[config.mk]
export PLATFORM = sky130hd
export DESIGN_NAME = div_ctrl_flat
export DESIGN_NICKNAME = d
export VERILOG_FILES = /design/src/rtl/div_ctrl_pkg.sv /design/src/rtl/div_ctrl_if.sv /design/src/rtl/div_ctrl_step.sv /design/src/rtl/div_ctrl.sv /design/src/flat_wrapper.sv
export SDC_FILE = /design/constraint.sdc
export NUM_CORES = 1
export LEC_CHECK = 0
export CORE_ASPECT_RATIO = 0.7
export CORE_MARGIN = 2
export CORE_UTILIZATION = 45
export DETAILED_ROUTE_END_ITERATION = 8
export GPL_ROUTABILITY_DRIVEN = 0
export MAX_ROUTING_LAYER = met4
export PLACE_DENSITY_LB_ADDON = 0.3
export SLEW_MARGIN = 20
export SYNTH_ARGS = -nofsm -noshare
export SYNTH_HDL_FRONTEND = slang
export SYNTH_SLANG_ARGS = --single-unit
[constraint.sdc]
create_clock -name clk -period 8.6 [get_ports clk]
set_input_delay 2.15 -clock clk [delete_from_list [all_inputs] [get_ports clk]]
set_output_delay 2.15 -clock clk [all_outputs]
set_load 0.02 [all_outputs]
[src/rtl/div_ctrl_pkg.sv]
// div_ctrl_pkg: ALU control codes, divider width and FSM state encoding
package div_ctrl_pkg;
  localparam int DATA_W = 32;
  localparam int CNT_W = $clog2(DATA_W);
  localparam int ALU_W = 5;
  localparam logic [ALU_W-1:0] ADD_CONTROL = 5'b00010;
  localparam logic [ALU_W-1:0] DIV_CONTROL = 5'b01100;
  localparam logic [ALU_W-1:0] DIVU_CONTROL = 5'b01101;
  typedef enum logic [1:0] {IDLE = 2'd0, BUSY = 2'd1, DONE = 2'd2} state_t;
  function automatic logic [DATA_W-1:0] neg_if(input logic n, input logic [DATA_W-1:0] v);
    return n ? -v : v;
  endfunction
endpackage

[src/rtl/div_ctrl_if.sv]
// div_ctrl_if: execute-stage divide request and HI/LO result bus
interface div_ctrl_if;
  import div_ctrl_pkg::*;
  logic start, annul, stall, result_valid;
  logic [ALU_W-1:0] alucontrol;
  logic [DATA_W-1:0] a, b, hi, lo;
  modport master(output start, alucontrol, a, b, annul, input stall, result_valid, hi, lo);
  modport slave(input start, alucontrol, a, b, annul, output stall, result_valid, hi, lo);
endinterface

[src/rtl/div_ctrl_step.sv]
// div_step: one restoring-division iteration (shift, trial subtract, select)
module div_step
  import div_ctrl_pkg::*;
(
  input  logic [DATA_W-1:0] rem,
  input  logic [DATA_W-1:0] quo,
  input  logic [DATA_W-1:0] dvs,
  output logic [DATA_W-1:0] rem_n,
  output logic [DATA_W-1:0] quo_n
);
  logic [DATA_W:0] sh, trial;
  always_comb begin
    sh = {rem, quo[DATA_W-1]};
    trial = sh - {1'b0, dvs};
    rem_n = trial[DATA_W] ? sh[DATA_W-1:0] : trial[DATA_W-1:0];
    quo_n = {quo[DATA_W-2:0], ~trial[DATA_W]};
  end
endmodule

[src/rtl/div_ctrl.sv]
// div_ctrl: multi-cycle DIV/DIVU controller stalling the pipeline until HI/LO are ready
module div_ctrl
  import div_ctrl_pkg::*;
(
  input logic clk,
  input logic rst,
  div_ctrl_if.slave bus
);
  state_t state;
  logic [CNT_W-1:0] cnt;
  logic [DATA_W-1:0] rem, quo, dvs, rem_n, quo_n;
  logic q_neg, r_neg, sgn, go;
  assign sgn = bus.alucontrol == DIV_CONTROL;
  assign go = bus.start & ~bus.annul & ~rst & (sgn | bus.alucontrol == DIVU_CONTROL) & state == IDLE;
  assign bus.stall = go | state == BUSY;
  assign bus.result_valid = state == DONE & ~bus.annul;
  div_step u_step (.rem(rem), .quo(quo), .dvs(dvs), .rem_n(rem_n), .quo_n(quo_n));
  always_ff @(posedge clk or posedge rst) begin
    if (rst) begin
      state <= IDLE;
      cnt <= '0;
      rem <= '0;
      quo <= '0;
      dvs <= '0;
      q_neg <= 1'b0;
      r_neg <= 1'b0;
      bus.hi <= '0;
      bus.lo <= '0;
    end else if (bus.annul) state <= IDLE;
    else case (state)
      IDLE: if (go) begin
        cnt <= '0;
        rem <= '0;
        quo <= neg_if(sgn & bus.a[DATA_W-1], bus.a);
        dvs <= neg_if(sgn & bus.b[DATA_W-1], bus.b);
        q_neg <= sgn & (bus.a[DATA_W-1] ^ bus.b[DATA_W-1]);
        r_neg <= sgn & bus.a[DATA_W-1];
        // divide by zero skips iteration and reports all-ones quotient, raw dividend
        if (bus.b == '0) begin
          state <= DONE;
          bus.hi <= bus.a;
          bus.lo <= '1;
        end else state <= BUSY;
      end
      BUSY: begin
        rem <= rem_n;
        quo <= quo_n;
        cnt <= cnt + 1'b1;
        if (cnt == CNT_W'(DATA_W - 1)) begin
          state <= DONE;
          bus.hi <= neg_if(r_neg, rem_n);
          bus.lo <= neg_if(q_neg, quo_n);
        end
      end
      default: state <= IDLE;
    endcase
  end
endmodule

[src/flat_wrapper.sv]
// flat-port wrapper written by rule: the top's interface ports become plain ports
module div_ctrl_flat import div_ctrl_pkg::*;
  (clk, rst, bus_start, bus_alucontrol, bus_a, bus_b, bus_annul, bus_stall, bus_result_valid, bus_hi, bus_lo);
  div_ctrl_if bus_i ();
  input logic clk;
  input logic rst;
  input wire logic [$bits(bus_i.start)-1:0] bus_start;
  input wire logic [$bits(bus_i.alucontrol)-1:0] bus_alucontrol;
  input wire logic [$bits(bus_i.a)-1:0] bus_a;
  input wire logic [$bits(bus_i.b)-1:0] bus_b;
  input wire logic [$bits(bus_i.annul)-1:0] bus_annul;
  output wire logic [$bits(bus_i.stall)-1:0] bus_stall;
  output wire logic [$bits(bus_i.result_valid)-1:0] bus_result_valid;
  output wire logic [$bits(bus_i.hi)-1:0] bus_hi;
  output wire logic [$bits(bus_i.lo)-1:0] bus_lo;
  assign bus_i.start = bus_start;
  assign bus_i.alucontrol = bus_alucontrol;
  assign bus_i.a = bus_a;
  assign bus_i.b = bus_b;
  assign bus_i.annul = bus_annul;
  assign bus_stall = bus_i.stall;
  assign bus_result_valid = bus_i.result_valid;
  assign bus_hi = bus_i.hi;
  assign bus_lo = bus_i.lo;
  div_ctrl u_core (.clk(clk), .rst(rst), .bus(bus_i));
endmodule
==> qor.txt <==
Status: finished clean
Worst hold slack: 481 ps
Fraction of registers with async set or reset after synthesis: 1.00
Cts hold-fix bufs: 0
DR pass1 iterations: 6
Clk pin slew, worst setup/hold paths: 70 ps
Initial antenna violation count: 0
Metal3 WL: 2930 um
Num Clock Sinks: 169
Post-synthesis net count: 1677
Max clock buf depth: 2
Crit start category: input pin
Synth-to-Final Area Change: 17.7%
H-tree levels: 4
Tcrit/Tclk final: 0.860
Synth warn: 0
Top Metal Used: met4
PD cells: 381 nW/um2
Total leakage power: 6.15 nW
Row cnt: 50
# setup viols final: 0
CP max FO: 39
Starting density of the core: 0.462
HP Class: reg -> reg
TritonCTS Buffers: 17
Non-filler instance count after layout: 2024
Reg-to-reg slack, setup: 2370 ps
Layout cells sized above 1: 0.0446
Peak VDD IR: 0.213 mV
Core area: 27000 um2
Number of synthesized register bits: 169
HPWL Detailed: 27900 um
Req. time, crit path: 8960 ps
Number of flops mapped to enable cells by yosys: 0
CTS root buf: clkbuf_16
F_max: 0.135 GHz
N_diodes: 0
Initial drt markers: 1143
Via count: 12279
Worst-Skew Late Latency: 440 ps
Nets: 1759
Cells after Synth: 1565
Unrepaired setup endpoints after global routing: no
Worst Path Class, Setup: in -> reg
Unique masters post-synth: 83
Vias in the first global route: 11461
Commonest non-fill, non-tap cell in the layout: nand2_1
Chip width: 203 um
Final hold viol count: 0
Fin. max-slew vios: 0
Minimum clock period: 7400 ps
Syn Std Cell Area: 12500 um2
Wire per inst: 18.6 um
Fin Setup TNS: 0 ps
Vias per cell: 6.07
CP endpoint kind: flip-flop
Total grt overflow: 0
Largest net degree at the start of global routing: 101
Most frequent cells in the layout: nand2_1, dfrtp_1, o21ai_0
Total Routed Length: 37700 um
Top-level I/O count: 139
Residual DRC: 0
Register area share after synthesis: 0.339
MaxCap Viol Count: 0
Routed metal-1 wirelength: 18000 um
Slew @ Worst Pin: 1140 ps
Average size of a mapped cell: 7.96 um2
Die area: 29100 um2
Global Route Usage Sum: 0.270
Critical Path AT: 7760 ps
Max Clock Skew: 8.87 ps
Post-DRT Antenna Nets: 0
I/O Buffers: 138
Slew Limit Headroom: 0.236
CTS tree: yes
Setup Fix Bufs, Post-CTS: 0
Ys flop type: dfrtp_1
Height of the die: 143 um
Post-CTS Resized: 0
Dpl cells: 1992
First-pass GRT wire length: 60900 um
DR WL met2: 16100 um
[Yosys cell counts (all sizes together) (4+ instances only)]
cell / number / share of area
and2: 10 / 0.0050
o31ai: 32 / 0.019
dfrtp: 169 / 0.34
nor2: 157 / 0.048
nand4: 11 / 0.0055
nor4: 16 / 0.0085
a21o: 23 / 0.014
and3: 22 / 0.011
a211oi: 13 / 0.0078
o22ai: 6 / 0.0030
a21oi: 131 / 0.053
nand3b: 7 / 0.0042
a21boi: 5 / 0.0030
mux2i: 28 / 0.022
or2: 4 / 0.0020
a31oi: 48 / 0.025
o31a: 7 / 0.0049
or4: 15 / 0.0093
or3: 21 / 0.011
ha: 38 / 0.038
clkbuf: 62 / 0.019
nand2: 180 / 0.054
o21a: 5 / 0.0030
o21ai: 169 / 0.068
a22o: 6 / 0.0042
xor2: 86 / 0.060
o211ai: 6 / 0.0036
inv: 52 / 0.016
xnor2: 42 / 0.030
nand2b: 21 / 0.011
buf: 24 / 0.0092
nor2b: 13 / 0.0065
a311oi: 4 / 0.0028
nor3: 32 / 0.013
and4: 4 / 0.0028
nor3b: 4 / 0.0024
o41ai: 16 / 0.012
nand3: 30 / 0.012
[final cells by class]
| type | count | area, um2 |
|---|---|---|
| Fill cell | 2510 | 12300 |
| Multi-Input combinational cell | 1257 | 7720 |
| Sequential cell | 169 | 4230 |
| Timing Repair Buffer | 149 | 1460 |
| Tap cell | 364 | 455 |
| Clock buffer | 20 | 447 |
| Inverter | 53 | 204 |
| Clock inverter | 12 | 149 |
[critical path, stage by stage]
cell             delay [ps]
clkdlybuf4s50_1         450
or4_1                   580
or3_1                   380
nor4_1                  540
nor4b_1                 690
nor4b_1                 860
o221ai_4                620
inv_2                   650
buf_4                   440
and3_1                  200
a21oi_1                  40
o21ai_0                 100
[report_power, final]
group,total [W],switching (W),internal [W]
Clock,0.000805,0.000341,0.000464
Sequential,0.00138,0.000300,0.00108
Combinational,0.00340,0.00208,0.00132
[sequential cells by signal (all words and copies together), names as in the netlist]
| name | count |
|---|---|
| u_core.bus.hi | 32 |
| u_core.quo | 32 |
| u_core.dvs | 32 |
| u_core.r_neg | 1 |
| u_core.bus.lo | 32 |
| u_core.q_neg | 1 |
| u_core.cnt | 5 |
| u_core.rem | 32 |
| u_core.state | 2 |
[through the flow]
stage                      util  setup slack, ps  area (um2)  total power (W)
after floorplan               -             1870       12500          0.00377
after global placement    0.522              965       14100          0.00462
after detailed placement  0.522              869       14100          0.00470
after CTS                 0.544             1310       14700          0.00552
after global routing      0.544              853       14700          0.00601
final                     0.544             1200       14700          0.00558
[cells by family (layout without fill, tap and decap cells)]
logic type,after synthesis,count (layout),share of synthesized area
flip-flops,169,169,0.339
buffers and inverters,139,234,0.0439
AND/OR/NAND/NOR,558,558,0.215
XOR/XNOR,128,128,0.0900
multiplexers,31,31,0.0252
adder cells (fa/ha/maj),39,39,0.0398
AO/OA/AOI/OAI,501,501,0.247
[final timing paths]
check / start / endpoint / cells after the start
worst max-delay path: bus_b[8] / u_core.bus.hi[29]$_DFFE_PP0P_ / 12
worst min-delay path: u_core.dvs[2]$_DFFE_PP0P_ / u_core.dvs[2]$_DFFE_PP0P_ / 2
worst max register to register: u_core.quo[31]$_DFFE_PP0P_ / u_core.bus.hi[24]$_DFFE_PP0P_ / 22
worst min register to register: u_core.dvs[2]$_DFFE_PP0P_ / u_core.dvs[2]$_DFFE_PP0P_ / 2
max in group asynchronous: rst / u_core.quo[10]$_DFFE_PP0P_ / 3
min in group asynchronous: rst / u_core.bus.lo[22]$_DFFE_PP0P_ / 2
[layer usage]
metal	GRT usage	vias up
li1	-	5799
met1	0.386	5901
met2	0.391	520
met3	0.0497	59
met4	0.0749	0
met5	-	-
No activity file was read; power rests on OpenSTA's default activity.
